$ cat src/rtl/ddr5_phy_pkg.sv
// Shared types and constants for the DDR5 PHY write path: scheduler state
// encoding, burst-length codes, beat counts and the command FIFO entry.
package ddr5_phy_pkg;

    typedef enum logic [1:0] {
        S_IDLE  = 2'd0,
        S_BURST = 2'd1,
        S_GAP   = 2'd2
    } sched_state_t;

    localparam logic [1:0] BL16 = 2'b00;
    localparam logic [1:0] BL8  = 2'b01;

    // Two DQ bits per pin per PHY clock.
    localparam logic [3:0] BEATS_BL16 = 4'd8;
    localparam logic [3:0] BEATS_BL8  = 4'd4;

    localparam logic [3:0] GAP_MAX = 4'd15;

    typedef struct packed {
        logic       crc;
        logic [1:0] bl;
    } wr_cmd_t;

    // Reserved burst-length codes fall back to BL16.
    function automatic logic [1:0] bl_normalize(input logic [1:0] bl);
        return (bl == BL8) ? BL8 : BL16;
    endfunction

    function automatic logic [3:0] bl_beats(input logic [1:0] bl);
        return (bl == BL8) ? BEATS_BL8 : BEATS_BL16;
    endfunction

    function automatic logic [3:0] gap_inc(input logic [3:0] gap);
        return (gap == GAP_MAX) ? GAP_MAX : gap + 4'd1;
    endfunction

endpackage

$ cat src/rtl/ddr5_phy_write_scheduler_if.sv
// Write-command handshake between the command path (master) and the
// write scheduler (slave).
interface ddr5_phy_write_scheduler_if;

    logic       cmd_valid;
    logic       cmd_ready;
    logic [1:0] cmd_bl;
    logic       cmd_crc;

    modport master (
        output cmd_valid,
        output cmd_bl,
        output cmd_crc,
        input  cmd_ready
    );

    modport slave (
        input  cmd_valid,
        input  cmd_bl,
        input  cmd_crc,
        output cmd_ready
    );

endinterface

$ cat src/rtl/ddr5_phy_cmd_fifo.sv
// Small synchronous FIFO for queued write commands. Read data is the head
// entry, valid whenever the FIFO is not empty; no write-to-read bypass.
module ddr5_phy_cmd_fifo #(
    parameter int WIDTH = 3,
    parameter int DEPTH = 4
) (
    input  logic                     clk_i,
    input  logic                     rst_i,
    input  logic                     push,
    input  logic                     pop,
    input  logic [WIDTH-1:0]         wr_data,
    output logic [WIDTH-1:0]         rd_data,
    output logic                     full,
    output logic                     empty,
    output logic [$clog2(DEPTH):0]   count
);

    localparam int AW = (DEPTH > 1) ? $clog2(DEPTH) : 1;

    logic [WIDTH-1:0] mem [DEPTH];
    logic [AW-1:0]    wr_ptr;
    logic [AW-1:0]    rd_ptr;
    logic             do_push;
    logic             do_pop;

    assign full    = (count == ($clog2(DEPTH) + 1)'(DEPTH));
    assign empty   = (count == '0);
    assign do_push = push & ~full;
    assign do_pop  = pop & ~empty;
    assign rd_data = mem[rd_ptr];

    // Pointer and occupancy bookkeeping; pointers wrap since DEPTH is a power of two.
    always_ff @(posedge clk_i or negedge rst_i) begin
        if (!rst_i) begin
            wr_ptr <= '0;
            rd_ptr <= '0;
            count  <= '0;
        end else begin
            // NOTE: non-blocking assignments so every register samples pre-edge values, independent of statement order.
            if (do_push) wr_ptr <= wr_ptr + AW'(1);
            if (do_pop)  rd_ptr <= rd_ptr + AW'(1);
            case ({do_push, do_pop})
                2'b10:   count <= count + ($clog2(DEPTH) + 1)'(1);
                2'b01:   count <= count - ($clog2(DEPTH) + 1)'(1);
                default: count <= count;
            endcase
        end
    end

    // Entry storage.
    always_ff @(posedge clk_i) begin
        // NOTE: storage is deliberately not reset; an entry is only read once count marks it valid.
        if (do_push) mem[wr_ptr] <= wr_data;
    end

endmodule

$ cat src/rtl/ddr5_phy_write_scheduler.sv
// Drains queued write commands into wr_en bursts for the write datapath FSM,
// enforcing a minimum spacing and flagging back-to-back bursts as interamble.
module ddr5_phy_write_scheduler
    import ddr5_phy_pkg::*;
#(
    parameter int pFIFO_DEPTH = 4,
    parameter int pMIN_GAP    = 2,
    parameter int pIDLE_GAP   = 4
) (
    input  logic                              clk_i,
    input  logic                              rst_i,
    input  logic                              enable_i,
    ddr5_phy_write_scheduler_if.slave         cmd,
    output logic                              wr_en_o,
    output logic [1:0]                        burstlength_o,
    output logic                              crc_generate_o,
    output logic                              interamble_o,
    output logic [3:0]                        gap_o,
    output logic                              busy_o
);

    localparam int         CNT_W    = $clog2(pFIFO_DEPTH) + 1;
    localparam logic [3:0] MIN_GAP  = 4'(pMIN_GAP);
    localparam logic [3:0] IDLE_GAP = 4'(pIDLE_GAP);

    sched_state_t     state;
    logic [3:0]       beat_cnt;
    wr_cmd_t          push_cmd;
    wr_cmd_t          pop_cmd;
    logic             fifo_full;
    logic             fifo_empty;
    logic [CNT_W-1:0] fifo_count;
    logic             push;
    logic             pop;
    logic             fifo_busy_nxt;

    assign cmd.cmd_ready = ~fifo_full & enable_i;
    assign push          = cmd.cmd_valid & cmd.cmd_ready;
    assign push_cmd      = {cmd.cmd_crc, cmd.cmd_bl};

    // Issue from IDLE once the post-idle spacing is met, from GAP once the
    // interamble spacing is met; gap_o counts the low cycles in both cases.
    assign pop = enable_i & ~fifo_empty &
                 (((state == S_IDLE) & (gap_o >= IDLE_GAP)) |
                  ((state == S_GAP)  & (gap_o >= MIN_GAP)));

    // FIFO occupancy after this edge is non-zero.
    assign fifo_busy_nxt = push | (fifo_count > CNT_W'(1)) |
                           ((fifo_count == CNT_W'(1)) & ~pop);

    ddr5_phy_cmd_fifo #(
        .WIDTH ($bits(wr_cmd_t)),
        .DEPTH (pFIFO_DEPTH)
    ) u_cmd_fifo (
        .clk_i   (clk_i),
        .rst_i   (rst_i),
        .push    (push),
        .pop     (pop),
        .wr_data (push_cmd),
        .rd_data (pop_cmd),
        .full    (fifo_full),
        .empty   (fifo_empty),
        .count   (fifo_count)
    );

    // Scheduler FSM with registered burst controls; enable_i low freezes everything.
    always_ff @(posedge clk_i or negedge rst_i) begin
        if (!rst_i) begin
            state          <= S_IDLE;
            beat_cnt       <= '0;
            wr_en_o        <= 1'b0;
            burstlength_o  <= BL16;
            crc_generate_o <= 1'b0;
            interamble_o   <= 1'b0;
            gap_o          <= GAP_MAX;
            busy_o         <= 1'b0;
        end else if (enable_i) begin
            if (pop) begin
                state          <= S_BURST;
                wr_en_o        <= 1'b1;
                beat_cnt       <= bl_beats(pop_cmd.bl);
                burstlength_o  <= bl_normalize(pop_cmd.bl);
                crc_generate_o <= pop_cmd.crc;
                interamble_o   <= (fifo_count > CNT_W'(1));
                gap_o          <= '0;
                busy_o         <= 1'b1;
            end else begin
                case (state)
                    S_BURST: begin
                        interamble_o <= ~fifo_empty;
                        if (beat_cnt == 4'd1) begin
                            wr_en_o <= 1'b0;
                            gap_o   <= gap_inc(gap_o);
                            state   <= fifo_empty ? S_IDLE : S_GAP;
                            busy_o  <= fifo_empty ? fifo_busy_nxt : 1'b1;
                        end else begin
                            beat_cnt <= beat_cnt - 4'd1;
                        end
                    end
                    default: begin
                        gap_o  <= gap_inc(gap_o);
                        busy_o <= (state != S_IDLE) | fifo_busy_nxt;
                    end
                endcase
            end
        end
    end

endmodule

$ cat src/flat_wrapper.sv
// flat-port wrapper written by rule: the top's interface ports become plain ports
module ddr5_phy_write_scheduler_flat import ddr5_phy_pkg::*;
#(
    parameter int pFIFO_DEPTH = 4,
    parameter int pMIN_GAP    = 2,
    parameter int pIDLE_GAP   = 4
)
  (clk_i, rst_i, enable_i, wr_en_o, burstlength_o, crc_generate_o, interamble_o, gap_o, busy_o, cmd_cmd_valid, cmd_cmd_bl, cmd_cmd_crc, cmd_cmd_ready);
  ddr5_phy_write_scheduler_if cmd_i ();
  input  logic clk_i;
  input  logic rst_i;
  input  logic enable_i;
  output logic wr_en_o;
  output logic [1:0] burstlength_o;
  output logic crc_generate_o;
  output logic interamble_o;
  output logic [3:0] gap_o;
  output logic busy_o;
  input wire logic [$bits(cmd_i.cmd_valid)-1:0] cmd_cmd_valid;
  input wire logic [$bits(cmd_i.cmd_bl)-1:0] cmd_cmd_bl;
  input wire logic [$bits(cmd_i.cmd_crc)-1:0] cmd_cmd_crc;
  output wire logic [$bits(cmd_i.cmd_ready)-1:0] cmd_cmd_ready;
  assign cmd_i.cmd_valid = cmd_cmd_valid;
  assign cmd_i.cmd_bl = cmd_cmd_bl;
  assign cmd_i.cmd_crc = cmd_cmd_crc;
  assign cmd_cmd_ready = cmd_i.cmd_ready;
  ddr5_phy_write_scheduler #(.pFIFO_DEPTH(pFIFO_DEPTH), .pMIN_GAP(pMIN_GAP), .pIDLE_GAP(pIDLE_GAP)) u_core (.clk_i(clk_i), .rst_i(rst_i), .enable_i(enable_i), .cmd(cmd_i), .wr_en_o(wr_en_o), .burstlength_o(burstlength_o), .crc_generate_o(crc_generate_o), .interamble_o(interamble_o), .gap_o(gap_o), .busy_o(busy_o));
endmodule
$ cat config.mk
export PLATFORM = sky130hd
export DESIGN_NAME = ddr5_phy_write_scheduler_flat
export DESIGN_NICKNAME = d
export VERILOG_FILES = /design/src/rtl/ddr5_phy_pkg.sv /design/src/rtl/ddr5_phy_write_scheduler_if.sv /design/src/rtl/ddr5_phy_cmd_fifo.sv /design/src/rtl/ddr5_phy_write_scheduler.sv /design/src/flat_wrapper.sv
export SDC_FILE = /design/constraint.sdc
export NUM_CORES = 1
export LEC_CHECK = 0
export CELL_PAD_IN_SITES_DETAIL_PLACEMENT = 1
export CELL_PAD_IN_SITES_GLOBAL_PLACEMENT = 1
export CORE_UTILIZATION = 45
export CTS_CLUSTER_SIZE = 10
export DETAILED_ROUTE_END_ITERATION = 8
export PLACE_DENSITY_LB_ADDON = 0.1
export SKIP_CTS_REPAIR_TIMING = 1
export SLEW_MARGIN = 20
export SYNTH_ARGS = -nofsm -noshare
export SYNTH_HDL_FRONTEND = slang
export SYNTH_SLANG_ARGS = --single-unit
$ cat constraint.sdc
create_clock -name clk_i -period 6.25 [get_ports clk_i]
set_clock_uncertainty 0.15 [all_clocks]
set_input_delay 1.25 -clock clk_i [delete_from_list [all_inputs] [get_ports clk_i]]
set_output_delay 1.25 -clock clk_i [all_outputs]
set_load 0.005 [all_outputs]
After elaboration in Yosys (flattened, before gate mapping)
Memory sizes are Yosys's and may differ from the RTL's.
Cells that the tools add are included.
Storage, ports and cells
  bits in registers: 23
  RAM bits: 12
  word-level logic and storage cells: 84
  memories kept: 1
Operators by class
  add/subtract/negate cells: 6
  order comparisons: 3
  equal/unequal tests: 11
  multiplexer cells: 25
  bitwise gates (word level): 16
  reductions and logical operators: 11
Memories
  u_core.u_cmd_fifo.mem: words 4, bits a word 3, read ports 1, clocked after Yosys merged registers in 0, write ports 1, RTL line ddr5_phy_cmd_fifo.sv:20  | logic [WIDTH-1:0] mem [DEPTH];
Operators by type and width (number)
  $mux W4: 8
  $mux W1: 12
  $and A1 B1 Y1: 9
  $mux W2: 4
  $reduce_bool A2 Y1: 4
  $eq A2 B1 Y1 const B: 3
  $pmux W3 S2: 1
  $reduce_and A2 Y1: 3
  $reduce_and A3 Y1: 2
  $add A2 B1 Y2 const B: 2
  $add A4 B1 Y4 const B: 1
  $eq A2 B2 Y1 const B: 2
  $eq A4 B1 Y1 const B: 1
  $eq A4 B4 Y1 const B: 1
  $ge A4 B2 Y1 const B: 1
  $ge A4 B3 Y1 const B: 1
  $or A1 B1 Y1: 4
  $sub A4 B1 Y4 const B: 1
  $add A3 B1 Y3 const B: 1
  $eq A3 B1 Y1 const B: 1
  $eq A3 B3 Y1 const B: 1
  $gt A3 B1 Y1 const B: 1
  $logic_not A3 Y1: 1
  $ne A3 B1 Y1 const B: 1
  4 further kinds: 6

Logic depth before layout (Yosys ltp)
Gate-level depths: netlist (run 1).
  depth after elaboration: 11
  gate-level depth with buffers: 10
  mapped depth without buffers: 9

Cells and area by module
A second synthesis (run 1) with hierarchy kept.
Second synthesis, totals
  cell total of the unflattened synthesis: 138
  area total of the unflattened synthesis: 1736.7 sq um
Modules (own cells, without submodules)
  ddr5_phy_cmd_fifo: times used 1, cells an instance 53, area each 874.6 sq um, seq. area each 535.5 sq um
  ddr5_phy_write_scheduler: times used 1, cells an instance 85, area each 862.1 sq um, seq. area each 355.3 sq um

Worst setup path after synthesis (run 1)
No wires, ideal clock.
  path type: input to output
  start point: in enable_i
  end point: out cmd_cmd_ready
  data arrival time: 1.621 ns
  data required time: 4.850 ns
  path slack: 3.229 ns
  stages on the path: 2
  path buffers: 1
  cells stage by stage: buf_2 -> a21boi_2
Between the ends
  word-level cells in the longest chain between the ends: 1
Ends and longest elaborated chain
  from (decl): RTL line flat_wrapper.sv:12  | input logic enable_i;
  $and A1 B1 Y1: RTL line ddr5_phy_write_scheduler.sv:37  | assign cmd.cmd_ready = ~fifo_full & enable_i;
  to (decl): RTL line flat_wrapper.sv:22  | output wire logic [$bits(cmd_i.cmd_ready)-1:0] cmd_cmd_ready;
Every way passes these cells.

Worst setup path in the final report (run 1)
Same ends and word-level chain as after synthesis.

==> results of run 1 <==
-- metrics by stage --
step	hold slack (ps)	std cells	utilization	total power [mW]	worst slack [ps]
finish	346	205	0.561	0.904	2130
global route	389	205	0.561	0.983	2050
CTS	353	205	0.563	0.919	2120
detailed placement	337	197	0.538	0.753	2140
global placement	320	197	0.538	0.734	2150
floorplan	323	141	-	0.631	3230
-- synth_stat cells, types with 2 or more instances --
master    count
nor3_1        2
mux2_2        2
o22a_1        2
dfrtp_1      17
xnor2_1       5
xor2_1        2
nand2b_1      2
a21o_1        3
ha_1         13
o21a_1        2
a31oi_1       2
a211oi_1      2
nand3_1       2
mux2i_1       2
o21ai_0       5
and3_1        4
o32a_1        2
buf_6         2
nor2_1        9
nand3b_1      2
inv_1        13
edfxtp_1     12
dfstp_2       4
nand2_1       6
-- logic make-up (layout without fill, tap and decap cells) --
kind of cell | Yosys count | in the layout | share of synthesized area
buf+inv | 19 | 37 | 0.0547
mux | 6 | 6 | 0.0451
xor+xnor | 7 | 7 | 0.0362
other cells | 1 | 1 | 0.00222
simple gates | 33 | 33 | 0.104
compound gates | 29 | 29 | 0.135
flops | 33 | 33 | 0.527
fa+ha+maj | 13 | 13 | 0.0962
-- path summary, 6_finish.rpt --
kind	startpoint	endpoint	slack (ps)	depth (start not counted)
max reg2reg	u_core.u_cmd_fifo.count[0]	u_core.u_cmd_fifo.count[2]	3610	8
min	u_core.crc_generate_o	u_core.crc_generate_o	350	1
max	enable_i	cmd_cmd_ready	2130	3
min reg2reg	u_core.crc_generate_o	u_core.crc_generate_o	350	1
min in group asynchronous	rst_i	u_core.u_cmd_fifo.rd_ptr[1]	760	1
max in group asynchronous	rst_i	u_core.gap_o[2]	4840	1
-- power groups by stage --
| stage | logic [mW] | registers [mW] | clock network [mW] |
|---|---|---|---|
| after floorplan | 0.258 | 0.373 | 0 |
| after CTS | 0.358 | 0.398 | 0.163 |
| after detailed placement | 0.354 | 0.399 | 0 |
| final | 0.352 | 0.396 | 0.156 |
| after global routing | 0.401 | 0.410 | 0.172 |
| after global placement | 0.342 | 0.393 | 0 |
-- layout make-up --
class	count	area [um^2]	area share
Timing Repair Buffer	16	155	0.0797
Tap cell	46	57.6	0.0296
Sequential cell	33	891	0.458
Clock buffer	5	68.8	0.0353
Multi-Input combinational cell	89	708	0.364
Inverter	13	48.8	0.0251
Clock inverter	3	17.5	0.00900
-- cell usage in the layout, fill, tap and decap left out, types with 2 or more instances in the layout --
cell             netlist  final
dfrtp_1               17     17
clkdlybuf4s50_1        0     15
inv_1                 13     13
ha_1                  13     13
edfxtp_1              12     12
nor2_1                 9      9
nand2_1                6      6
o21ai_0                5      5
xnor2_1                5      5
clkbuf_8               0      5
and3_1                 4      4
dfstp_2                4      4
a21o_1                 3      3
o21a_1                 2      2
nand2b_1               2      2
o32a_1                 2      2
xor2_1                 2      2
mux2i_1                2      2
nand3b_1               2      2
mux2_2                 2      2
a31oi_1                2      2
o22a_1                 2      2
nand3_1                2      2
a211oi_1               2      2
nor3_1                 2      2
clkinv_2               0      2
-- sequential cells by signal, indices dropped and copies added (netlist names) --
register,cells
u_core.beat_cnt,4
u_core.burstlength_o,1
u_core.busy_o,1
u_core.crc_generate_o,1
u_core.gap_o,4
u_core.interamble_o,1
u_core.state,2
u_core.u_cmd_fifo.count,3
u_core.u_cmd_fifo.mem,12
u_core.u_cmd_fifo.rd_ptr,2
u_core.u_cmd_fifo.wr_ptr,2
-- metal layers --
| metal | global-route usage | up-vias |
|---|---|---|
| li1 | - | 529 |
| met1 | 0.231 | 534 |
| met2 | 0.288 | 15 |
| met3 | 0.0525 | 8 |
| met4 | 0.0938 | 0 |
| met5 | 0 | - |
==> impl_results.md, run 1 <==
* Outcome: finished clean
* Worst Setup Path Type: in -> out
* CP most frequent cell: clkdlybuf4s50_1
* Cell taking the most area after synthesis: dfrtp_1
* DR WL met2 at 1460 um
* Effective utilization at floorplan at 0.488
* Final Hold Fails at 0
* Gr usage total at 0.184
* Share of layout cells above drive strength 1 at 0.132
* Worst path slowest cell: clkdlybuf4s50_1
* # rows at 21
* Hold WC Path Type: reg -> reg
* Buf/Inv on CP at 2
* Synth Area per Inst at 12.0 um^2
* Design area at 1950 um^2
* Sw Ratio at 0.363
* DR vias at 1086
* Post-synth EDFFs at 12
* Sw Pwr at 328 uW
* Clk pin slew, worst setup/hold paths at 70 ps
* Die width at 63.3 um
* Relative slew slack at 0.529
* N_diodes at 0
* Clk root buf: clkbuf_8
* Final Cycle Share at 0.660
* First-pass GRT wire length at 5470 um
* CTS tree: yes
* RSZ-0062 raised after global routing: false
* H-tree level count at 2
* Die Ht at 63.3 um
* CTS Sinks at 33
* Clock latency on the worst-skew pair at 290 ps
* Area growth from synthesis to layout at 15.1%
* Routed length on met3 at 108 um
* Crit start category: input pin
* M1 wire length at 1380 um
* Power Density at 464 nW/um^2
* Share of the synthesized area in the top cell type at 0.251
* DRC at 0
* 1st-iter DRT viols at 22
* Cell Area, Placed at 1870 um^2
* Max layer used: met4
* Core ar. at 3470 um^2
* Worst path top cell family by delay: buffers and inverters
* Cell Int Power at 576 uW
* Final Setup Violations at 0
* CP Capture Type: primary output
* Clock power share at 0.173
* Critical Path RT at 4850 ps
* Maximum VDD drop at 0.193 mV
* Top cells by area, synth: dfrtp_1, edfxtp_1, ha_1
* First-pass iteration count of the detailed router at 4
* Comb power frac at 0.390
* Reg power frac at 0.438
* Post-synthesis sequential area ratio at 0.527
* Initial antenna violation count at 0
* Vias/cell at 5.30
* Netlist cell types at 48
* Top Ports at 18
* Drt wl/cell at 14.7 um
* Final ANT Viol Nets at 0
* Largest stage delay, worst path at 620 ps
* Cells after Synth at 141
* Net count, final at 178
* Worst EP arrival at 2720 ps
* Worst Tran Pin Value at 703 ps
* GPL Wtd Cong at 0.785
* CTS buffer count at 5
* Pin count of the biggest net entering global routing at 22
* Fill count at 378
* Synth Register Bits at 33
* Slew Viols, Final at 0
* Tmin final at 4120 ps
* Synth Flop Type: dfrtp_1
* Die ar. at 4010 um^2
* Max Buffers Root-to-Sink at 2
* IO buf count at 16
* Critical-path cell list: clkdlybuf4s50_1 > a21boi_2 > clkdlybuf4s50_1
* Routed wire length at 3020 um
* YS warnings at 0
* CP Max Fanout at 8
* Remaining global-route overflow at 0
* Synthesized Nets at 161
* Pleak at 0.809 nW
* Post-synth ARST share at 0.636
* Post-synthesis cell area at 1690 um^2
* Vias in the first global route at 1129
* Fmax at 0.243 GHz
* Max-cap violation count at 0
* HPWL Detailed at 2160 um
* TNS Setup at 0 ps
(Power assumes the default switching activity.)
==> inputs of run 2 (changes only) <==
Clock period 6.25 ns to 3.8 ns, I/O delays scaled along.
==> run 2 against run 1 <==
Compared with the run above: combinational power is 67% higher; sequential power is 64% higher; die area stayed put; utilization is 0.90 points higher; wire length is 3.6% higher; via count is 0.46% higher; worst setup slack worse by 1500 ps; design area is 1.6% higher; hold slack worse by 69 ps; power is 72% higher; non-clock buffer count is 1 higher.
==> impl_results.md, run 2 (synthesis results as in run 1) <==
* Outcome: finished clean
* Worst path slowest cell: clkdlybuf4s50_1
* CP most frequent cell: clkdlybuf4s50_1
* Share of layout cells above drive strength 1 at 0.131
* Worst path top cell family by delay: buffers and inverters
* Clk pin slew, worst setup/hold paths at 70 ps
* CTS Sinks at 33
* 1st-iter DRT viols at 36
* RSZ-0062 raised after global routing: false
* Relative slew slack at 0.553
* Fill count at 381
* Worst EP arrival at 2230 ps
* Maximum VDD drop at 0.385 mV
* Most frequent cells in the layout: dfrtp_1, clkdlybuf4s50_1, inv_1, ha_1, edfxtp_1
* Fmax at 0.318 GHz
* Reg power frac at 0.417
* Max-cap violation count at 0
* CTS buffer count at 5
* Remaining global-route overflow at 0
* Die width at 63.3 um
* Critical Path RT at 2890 ps
* Sw Pwr at 540 uW
* Final ANT Viol Nets at 0
* Crit start category: input pin
* Gr usage total at 0.186
* CP Max Fanout at 8
* DRC at 0
* Worst Setup Path Type: in -> out
* Core ar. at 3470 um^2
* GPL Wtd Cong at 0.739
* Crit. path cell count at 3
* Pleak at 0.823 nW
* Sw Ratio at 0.347
* Buf/Inv on CP at 2
* Clock latency on the worst-skew pair at 280 ps
* Power Density at 787 nW/um^2
* Die ar. at 4010 um^2
* # rows at 21
* First-pass GRT wire length at 5550 um
* Largest stage delay, worst path at 620 ps
* CP Capture Type: primary output
* Comb power frac at 0.378
* Drt wl/cell at 15.2 um
* Top flop regs: u_core.u_cmd_fifo.mem: 12 flops, u_core.beat_cnt: 4 flops, u_core.gap_o: 4 flops
* Worst Tran Pin Value at 666 ps
* N_diodes at 0
* Hold WC Path Type: in -> async
* Net count, final at 179
* Vias in the first global route at 1202
* Initial antenna violation count at 0
* Cell Int Power at 1.02 mW
* TNS Setup at 0 ps
* Max Buffers Root-to-Sink at 2
* Routed wire length at 3130 um
* H-tree level count at 2
* Commonest non-fill, non-tap cell in the layout: dfrtp_1
* Top Ports at 18
* First-pass iteration count of the detailed router at 4
* Reg with most FFs: u_core.u_cmd_fifo.mem
* Area growth from synthesis to layout at 16.9%
* Worst R2R Path Depth at 8
* Final Setup Violations at 0
* Critical-path cell list: clkdlybuf4s50_1 > a21boi_2 > clkdlybuf4s50_1
* Tmin final at 3140 ps
* Pin count of the biggest net entering global routing at 22
* Final Hold Fails at 0
* Cell Area, Placed at 1870 um^2
* DR vias at 1091
* Clock power share at 0.206
* CTS tree: yes
* Final Cycle Share at 0.827
* Design area at 1980 um^2
* IO buf count at 16
* Vias/cell at 5.30
* Max FFs per register at 12
* Clk root buf: clkbuf_8
* HPWL Detailed at 2320 um
* Effective utilization at floorplan at 0.488
* Slew Viols, Final at 0
* Die Ht at 63.3 um
-- run 2: metal layers --
layer	GRT usage	part of all wire	up-vias
li1	-	-	529
met1	0.224	0.46	540
met2	0.306	0.49	15
met3	0.0417	0.026	7
met4	0.102	0.023	0
met5	0	0	-
-- run 2: cell type report --
cell class | count | area (um^2) | area share
Sequential cell | 33 | 891 | 0.450
Clock buffer | 5 | 68.8 | 0.0348
Clock inverter | 3 | 41.3 | 0.0209
Inverter | 13 | 48.8 | 0.0247
Multi-Input combinational cell | 89 | 708 | 0.358
Timing Repair Buffer | 17 | 163 | 0.0822
Tap cell | 46 | 57.6 | 0.0291
-- run 2: power by group through the flow --
| stage | registers, mW | logic [mW] | clock network [mW] |
|---|---|---|---|
| 2_1_floorplan | 0.614 | 0.424 | 0 |
| 5_1_grt | 0.674 | 0.665 | 0.347 |
| 4_1_cts | 0.651 | 0.602 | 0.330 |
| 3_3_place_gp | 0.647 | 0.566 | 0 |
| 3_5_place_dp | 0.657 | 0.596 | 0 |
| 6_report | 0.649 | 0.588 | 0.321 |
-- run 2: per-stage QoR --
stage	std cells	util	setup WS, ps	hold WS, ps	total power, mW
after floorplan	141	-	1510	314	1.04
after global placement	198	0.540	681	324	1.21
after detailed placement	198	0.540	656	326	1.25
after CTS	206	0.572	651	347	1.58
after global routing	206	0.570	577	314	1.69
final	206	0.570	659	277	1.56
-- run 2: path summary, 6_finish.rpt --
kind | from | endpoint | slack (ps)
setup / recovery | enable_i | cmd_cmd_ready | 660
setup reg to reg | u_core.u_cmd_fifo.count[0] | u_core.u_cmd_fifo.count[2] | 1490
hold / removal | rst_i | u_core.u_cmd_fifo.rd_ptr[1] | 280
min in group clk_i | u_core.busy_o | u_core.busy_o | 340
hold reg to reg | u_core.busy_o | u_core.busy_o | 340
max in group asynchronous | rst_i | u_core.gap_o[0] | 2870
==> inputs of run 3 (changes only) <==
Settings changed: CORE_UTILIZATION 45 to 40.
Clock period 3.8 ns to 2.79 ns, I/O delays scaled along.
==> run 3 against run 2 <==
Compared with the run above: design area increased by 0.19%; sequential power increased by 36%; final cell count increased by 3.4%; first-iteration DRC count decreased by 33%; worst setup slack got worse by 450 ps; power increased by 30%; sequential share of layout area decreased by 0.085 points; largest cell class unchanged; largest power group unchanged.
==> impl_results.md, run 3 (synthesis results as in run 1) <==
* Maximum VDD drop at 0.424 mV
* Clk root buf: clkbuf_8
* Effective utilization at floorplan at 0.420
* CP Capture Type: primary output
* Top Ports at 18
* Non-Filler Instances at 213
* Met1 Track Usage GR at 0.206
* Net count, final at 182
* Initial antenna violation count at 0
* Clk pin slew, worst setup/hold paths at 60 ps
* Share of layout cells above drive strength 1 at 0.135
* Max-cap violation count at 0
* Global Route met3 Usage at 0.0582
* 1st-iter DRT viols at 24
* CTS tree: yes
* Die ar. at 4490 um^2
* Max FFs per register at 12
* Final Util at 0.492
* Slew Viols, Final at 0
* Critical Path RT at 2080 ps
* Top flop regs: u_core.u_cmd_fifo.mem: 12 flops, u_core.beat_cnt: 4 flops, u_core.gap_o: 4 flops
* N_diodes at 0
* First-pass GRT wire length at 5350 um
* Pleak at 0.829 nW
* GRT Max-Usage Layer: met2
* DR vias at 1104
* CP Max Fanout at 6
* CTS Sinks at 33
* Area growth from synthesis to layout at 17.2%
* Hold WC Path Type: reg -> reg
* Final ANT Viol Nets at 0
* Final Setup Violations at 0
* DRC at 0
* Die Ht at 67.0 um
* RSZ-0062 raised after global routing: false
* Relative slew slack at 0.549
* Commonest non-fill, non-tap cell in the layout: dfrtp_1
* Max Buffers Root-to-Sink at 2
* Routed wire length at 3270 um
* # rows at 23
* Core ar. at 4030 um^2
* Gr usage total at 0.168
* CTS buffer count at 5
* Reg with most FFs: u_core.u_cmd_fifo.mem
* First-pass iteration count of the detailed router at 4
* Pin count of the biggest net entering global routing at 22
* Placed cells at 205
* Worst Setup Path Type: in -> out
* Outcome: finished clean
* GPL Wtd Cong at 0.762
* Worst Tran Pin Value at 672 ps
* Final Cycle Share at 0.923
* Vias/cell at 5.18
* Final Hold Fails at 0
* Vias in the first global route at 1144
* Worst EP arrival at 1870 ps
* Power Density at 1020 nW/um^2
* Clock latency on the worst-skew pair at 280 ps
* Met2 Use GR at 0.263
* Crit start category: input pin
* IO buf count at 16
* H-tree level count at 2
* HPWL Detailed at 2420 um
* Remaining global-route overflow at 0
* Fill count at 441
* Hold Slack at 336 ps
* Die width at 67.0 um
* Drt wl/cell at 15.3 um
* Most frequent cells in the layout: dfrtp_1, clkdlybuf4s50_1, inv_1, ha_1, edfxtp_1
* Fmax at 0.388 GHz
* Tmin final at 2580 ps
* TNS Setup at 0 ps
## run 3: cell count changes in the layout (fill, tap and decap cells not counted)
cell and change:
clkinvlp_4 -1, clkdlybuf4s50_1 +1, buf_4 +3, clkinv_1 +1
clkinv_2 +1, buf_2 -1, bufinv_16 -1
## run 3: worst max-delay path, stage by stage
cell,delay [ps]
clkdlybuf4s50_1,510
a21boi_2,260
clkdlybuf4s50_1,540
## run 3: final cells by class
class	count	area, um^2	area share
inverter	13	48.8	0.0246
clock buffer	5	68.8	0.0347
clock inverter	3	12.5	0.00631
tap	50	62.6	0.0316
multi-input combinational	89	708	0.357
sequential	33	891	0.449
timing repair buffer	20	190	0.0960
## run 3: power by group
part | internal, mW | leakage [nW] | switching, mW
Clock | 0.168 | 0.0430 | 0.168
Combinational | 0.431 | 0.433 | 0.379
Sequential | 0.697 | 0.352 | 0.186
## run 3: metal layers
layer	up-vias	part of all wire
met5	-	0
met4	0	0.011
met3	4	0.032
met2	13	0.49
met1	549	0.47
li1	538	-
## run 3: worst paths after layout
kind	start	endpoint	slack, ps	cells after the start
worst min-delay path	u_core.crc_generate_o	u_core.crc_generate_o	340	1
worst max register to register	u_core.u_cmd_fifo.count[0]	u_core.u_cmd_fifo.count[2]	630	8
worst max-delay path	enable_i	cmd_cmd_ready	210	3
worst min register to register	u_core.crc_generate_o	u_core.crc_generate_o	340	1
max in group asynchronous	rst_i	u_core.gap_o[1]	1740	2
min in group asynchronous	rst_i	u_core.u_cmd_fifo.count[2]	480	2
## run 3: per-stage QoR
stage / total power [mW] / setup slack, ps / instance area [um^2]
after floorplan: 1.41 / 527 / 1690
after global placement: 1.66 / 203 / 1900
after detailed placement: 1.71 / 207 / 1900
after CTS: 2.07 / 193 / 1980
after global routing: 2.21 / 107 / 1980
final: 2.03 / 214 / 1980
